**src/rtl/chacha20_core_arbiter.sv**
```systemverilog
// chacha20_core_arbiter: round-robin sharing of one chacha20_encrypt core between two stream requesters
module chacha20_core_arbiter #(
  parameter int CNT_W = 16
) (
  input  logic             clk,
  input  logic             rst_n,
  input  logic             s0_req,
  input  logic [255:0]     s0_key,
  input  logic [31:0]      s0_counter,
  input  logic [95:0]      s0_nonce,
  input  logic [31:0]      s0_in_data,
  input  logic             s0_in_valid,
  input  logic             s0_in_last,
  output logic             s0_in_ready,
  output logic [31:0]      s0_out_data,
  output logic             s0_out_valid,
  output logic             s0_out_last,
  input  logic             s0_out_ready,
  output logic             s0_gnt,
  output logic             s0_done,
  input  logic             s1_req,
  input  logic [255:0]     s1_key,
  input  logic [31:0]      s1_counter,
  input  logic [95:0]      s1_nonce,
  input  logic [31:0]      s1_in_data,
  input  logic             s1_in_valid,
  input  logic             s1_in_last,
  output logic             s1_in_ready,
  output logic [31:0]      s1_out_data,
  output logic             s1_out_valid,
  output logic             s1_out_last,
  input  logic             s1_out_ready,
  output logic             s1_gnt,
  output logic             s1_done,
  output logic             core_start,
  output logic [255:0]     core_key,
  output logic [31:0]      core_counter,
  output logic [95:0]      core_nonce,
  output logic [31:0]      core_in_data,
  output logic             core_in_valid,
  output logic             core_in_last,
  input  logic             core_in_ready,
  input  logic [31:0]      core_out_data,
  input  logic             core_out_valid,
  input  logic             core_out_last,
  output logic             core_out_ready,
  input  logic             core_done,
  output logic [CNT_W-1:0] session_words
);
  typedef enum logic [1:0] {IDLE, LOAD, STREAM, DONE} state_t;
  state_t state;
  logic sel, last_gnt, in_closed;
  logic stream, pick, s0_on, s1_on, sel_in_valid, sel_in_last, accept;
  logic [31:0] sel_in_data;
  assign stream = state == STREAM;
  assign s0_on = stream && !sel;
  assign s1_on = stream && sel;
  // both requesting: the one not served last wins
  assign pick = (s0_req && s1_req) ? !last_gnt : s1_req;
  assign sel_in_valid = sel ? s1_in_valid : s0_in_valid;
  assign sel_in_last = sel ? s1_in_last : s0_in_last;
  assign sel_in_data = sel ? s1_in_data : s0_in_data;
  assign core_in_valid = stream && !in_closed && sel_in_valid;
  assign core_in_last = stream && sel_in_last;
  assign core_in_data = stream ? sel_in_data : '0;
  assign core_out_ready = stream && (sel ? s1_out_ready : s0_out_ready);
  assign accept = core_in_valid && core_in_ready;
  assign s0_in_ready = s0_on && !in_closed && core_in_ready;
  assign s1_in_ready = s1_on && !in_closed && core_in_ready;
  assign s0_out_valid = s0_on && core_out_valid;
  assign s1_out_valid = s1_on && core_out_valid;
  assign s0_out_last = s0_on && core_out_last;
  assign s1_out_last = s1_on && core_out_last;
  assign s0_out_data = s0_on ? core_out_data : '0;
  assign s1_out_data = s1_on ? core_out_data : '0;
  always_ff @(posedge clk or negedge rst_n)
    if (!rst_n) begin
      state <= IDLE;
      sel <= 1'b0;
      last_gnt <= 1'b1;
      in_closed <= 1'b0;
      s0_gnt <= 1'b0;
      s1_gnt <= 1'b0;
      s0_done <= 1'b0;
      s1_done <= 1'b0;
      core_start <= 1'b0;
      core_key <= '0;
      core_counter <= '0;
      core_nonce <= '0;
      session_words <= '0;
    end else begin
      core_start <= 1'b0;
      s0_done <= 1'b0;
      s1_done <= 1'b0;
      case (state)
        IDLE: if (s0_req || s1_req) begin
          state <= LOAD;
          sel <= pick;
          s0_gnt <= !pick;
          s1_gnt <= pick;
          core_start <= 1'b1;
          core_key <= pick ? s1_key : s0_key;
          core_counter <= pick ? s1_counter : s0_counter;
          core_nonce <= pick ? s1_nonce : s0_nonce;
          session_words <= '0;
          in_closed <= 1'b0;
        end
        LOAD: state <= STREAM;
        STREAM: begin
          if (accept && session_words != '1) session_words <= session_words + CNT_W'(1);
          if (accept && sel_in_last) in_closed <= 1'b1;
          if (core_done) begin
            state <= DONE;
            s0_done <= !sel;
            s1_done <= sel;
          end
        end
        DONE: begin
          state <= IDLE;
          last_gnt <= sel;
          s0_gnt <= 1'b0;
          s1_gnt <= 1'b0;
        end
        default: state <= IDLE;
      endcase
    end
endmodule
```
**config.mk**
```make
export PLATFORM = sky130hd
export DESIGN_NAME = chacha20_core_arbiter
export DESIGN_NICKNAME = d
export VERILOG_FILES = /design/src/rtl/chacha20_core_arbiter.sv
export SDC_FILE = /design/constraint.sdc
export NUM_CORES = 1
export LEC_CHECK = 0
export ABC_AREA = 1
export ABC_CLOCK_PERIOD_IN_PS = 2200
export CAP_MARGIN = 10
export CORE_AREA = 2 2 544 546
export DETAILED_ROUTE_END_ITERATION = 8
export DIE_AREA = 0 0 546 548
export PLACE_DENSITY_LB_ADDON = 0.3
export SETUP_SLACK_MARGIN = 0.05
export SYNTH_ARGS = -nofsm -noshare
export SYNTH_HDL_FRONTEND = slang
export SYNTH_SLANG_ARGS = --single-unit
```
**constraint.sdc**
```tcl
create_clock -name clk -period 2.2 [get_ports clk]
set_input_delay 0.44 -clock clk [delete_from_list [all_inputs] [get_ports clk]]
set_output_delay 0.44 -clock clk [all_outputs]
set_load 0.005 [all_outputs]
```
==> flow_summary.yaml <==
outcome:
  outcome: "complete, but fails checks"
  violations: "setup timing"
timing:
  clock.fmax_mhz: 390.2
  setup_viol: 122
  tightest_slew_ps: 619.7
  max_slew_margin: 0.5869
  finClkSkew_ps: 38.66
  slew_violations: 0
  min_period_ps: 2563
  whs_ps: 243.0
  setup_slack_ps: -362.9
  period_share: 1.165
  rsz0062_at_grt: "yes"
  hold_violations: 0
synthesis:
  netlist_area_um2: 19500
  synth-seq-cells: 410
  ys_types: 32
  async_reset_ff_frac: 1.000
  syn-num-nets: 3411
  synth_top_cell_by_area: "dfrtp_1"
  ys_seq_area_frac: 0.5262
  synth-edff-count: 0
  synth_cells: 2529
  synth_top_cell_area_share: 0.5249
  synth.area.top_cells: "dfrtp_1 52%, o21ai_0 11%, nand2_1 9.8%, nor2_1 9.3%, o21ai_1 9.0%"
  synth_flop_cell: "dfrtp_1"
  ys.warnings.count: 0
  syn_area_per_cell_um2: 7.711
cells_and_area:
  synthToLayoutAreaGrowth_pct: 123.5
  final_common_cell: "clkdlybuf4s50_1"
  drive_gt1_frac: 0.1528
  final_cell_mix: "1114 x clkdlybuf4s50_1, 499 x nand2_1, 433 x nor2_1, 418 x o21ai_0, 379 x dfrtp_1"
  layout.nets: 4966
  n_fill_cell: 33600
  final_area_um2: 43570
pwr:
  p_leak_nw: 18.74
  share_comb_of_total_power: 0.530
  irDropWorstVdd_mv: 0.6319
  p_int_mw: 30.16
  p_seq_frac: 0.277
  power_density_nw_per_um2: 1155
  switching_share: 0.4009
  p_clk_frac: 0.194
  p_switching_mw: 20.19
detailed_routing:
  vias: 26260
  drc: 0
  ant_nets: 0
  vias_per_cell: 3.245
  wl_per_cell_um: 25.81
  dr.pass1.iters: 5
  wirelength_mm: 208.9
  first_iter_violations: 1776
worst_setup_path:
  worst-r2r-setup-slack_ps: -360
  cp_top_family: "buffers and inverters"
  crit_top_cell: "buf_4"
  worstPathCellList: "inv_2 > ha_4 > inv_6 > buf_6 > nor2_2 > nand3_1 > buf_4 > buf_4 > buf_4 > buf_4 > buf_4 > buf_4 > nor2_4 > nand2_4 > buf_8 > nand3_1 > o21ai_0"
  worst_ep_arrival_time_ps: 3150
  slowest_delay_ps: 390
  worstPathRequired_ps: 2790
  path_buf_inv: 10
  start_kind: "flop"
  slowest_stage: "dfrtp_1"
  critPathKind: "flop to flop"
  cp_max_fo: 13
  end_kind: "flop"
global_routing:
  grt_pass1_vias: 26130
  grt_pass1_wl_mm: 263.9
  grt_overflow: 0
  grt_antenna_before_repair: 218
  grt_start_max_net_pins: 79
  gr-usage-all-layers: 0.1324
floorplanning:
  num_rows: 199
  die_area_um2: 299200
  start_util: 0.06654
  io_pins: 1388
  core_area_um2: 293100
  dieWidth_um: 546
  die_h_um: 548
hold_path:
  hp-class: "input port to async pin"
clocking:
  cts_root_buf: "clkbuf_16"
  clock-sinks: 410
  clk_latency_ps: 720
  cts.htree.levels: 2
  cts_buffer_depth: 3
  cts.clk_slew.worst_paths_ps: 60
  cts_tree: "yes"
  cts_buffers: 56
flow_run:
  maxCapViolations: 0
placed_design:
  dp_hpwl_mm: 179.6
  gp_congestion: 0.9434
  placed_area_um2: 40110
  numPortBuffers: 1387
## path summary, 6_finish.rpt
path,start,to,cells after the start
min reg2reg,core_key[195],core_key[195],2
max,state[0],session_words[0],17
max in group asynchronous,rst_n,core_nonce[83],3
min in group clk,s1_key[109],core_key[109],3
max reg2reg,state[0],session_words[0],17
min,rst_n,core_key[156],2
## sequential cells by signal (all words and copies together) (netlist names), 2 cells and up
| name | count |
|---|---|
| core_key | 256 |
| core_nonce | 96 |
| core_counter | 32 |
| session_words | 16 |
| state | 2 |
## synth_stat cells (5+ instances only)
cell type and count:
nand2_1 510, nor2_1 485, o21ai_0 427, dfrtp_1 409, o21ai_1 352, clkbuf_1 128, inv_1 59, buf_2 42
a21oi_1 37, nand3_1 17, buf_1 14, buf_4 7, nor3_1 5, xor2_1 5
## cell type report
type | count | area (µm²) | area share
well taps | 3919 | 4903 | 0.1125
inverters | 62 | 252.7 | 0.005800
multi-input cells | 1866 | 8692 | 0.1995
repair buffers | 1688 | 17450 | 0.4004
flip-flops and latches | 410 | 10300 | 0.2363
clock inverters | 22 | 239.0 | 0.005484
clock buffers | 82 | 1630 | 0.03741
diodes | 44 | 110.1 | 0.002527
## routing by layer
metal | wire [µm] | vias up | GRT usage
li1 | - | 11500 | -
met1 | 76200 | 12450 | 0.1435
met4 | 6421 | 226 | 0.02844
met5 | 1459 | - | 0
met2 | 92620 | 1580 | 0.2116
met3 | 32190 | 511 | 0.08996
## stage by stage
stage               power (mW)  utilization  setup WS (ps)  instances  setup TNS, ps
floorplan                20.94            -          454.1       2529              0
global placement         39.28       0.1369         -490.3       7885         -97580
detailed placement       39.39       0.1369         -477.9       7885        -100300
CTS                      50.02       0.1443         -460.4       8008         -43250
global route             53.32       0.1484         -462.0       8056         -41690
finish                   50.35       0.1487         -362.9       8093         -26540
## power by group through the flow
stage / clock (mW) / sequential [mW] / combinational (mW)
floorplan: 0 / 13.4 / 7.54
global placement: 0 / 13.9 / 25.4
detailed placement: 0 / 13.9 / 25.5
CTS: 10.1 / 13.9 / 26.0
global route: 10.4 / 14.3 / 28.7
finish: 9.75 / 13.9 / 26.7
## cells by family (layout without fill, tap and decap cells)
group,count (synthesis),count (layout),synth area share
flip-flops,410,410,0.5262
AO/OA/AOI/OAI,823,823,0.2123
other,0,44,0
AND/OR/NAND/NOR,1033,1034,0.2033
buffers and inverters,254,1854,0.05332
XOR/XNOR,5,5,0.002246
adder cells (fa/ha/maj),4,4,0.002567
## worst reg2reg max path: stages, from the launching register on
cell and delay [ps]:
dfrtp_1 390, inv_2 80, ha_4 190, inv_6 80, buf_6 150, nor2_2 80, nand3_1 100, buf_4 160
buf_4 120, buf_4 120, buf_4 120, buf_4 120, buf_4 140, nor2_4 170, nand2_4 120, buf_8 160
nand3_1 60, o21ai_0 80
## timing repair
action	4_1_cts	5_1_grt
pin swaps	3	11
endpoints found under the setup margin	312	491
hold buffers	1	0
endpoints found under the hold margin	50	0
gates resized for setup	442	268
setup buffers	17	33
gates cloned	1	10
Power figures use the tool's default switching activity.
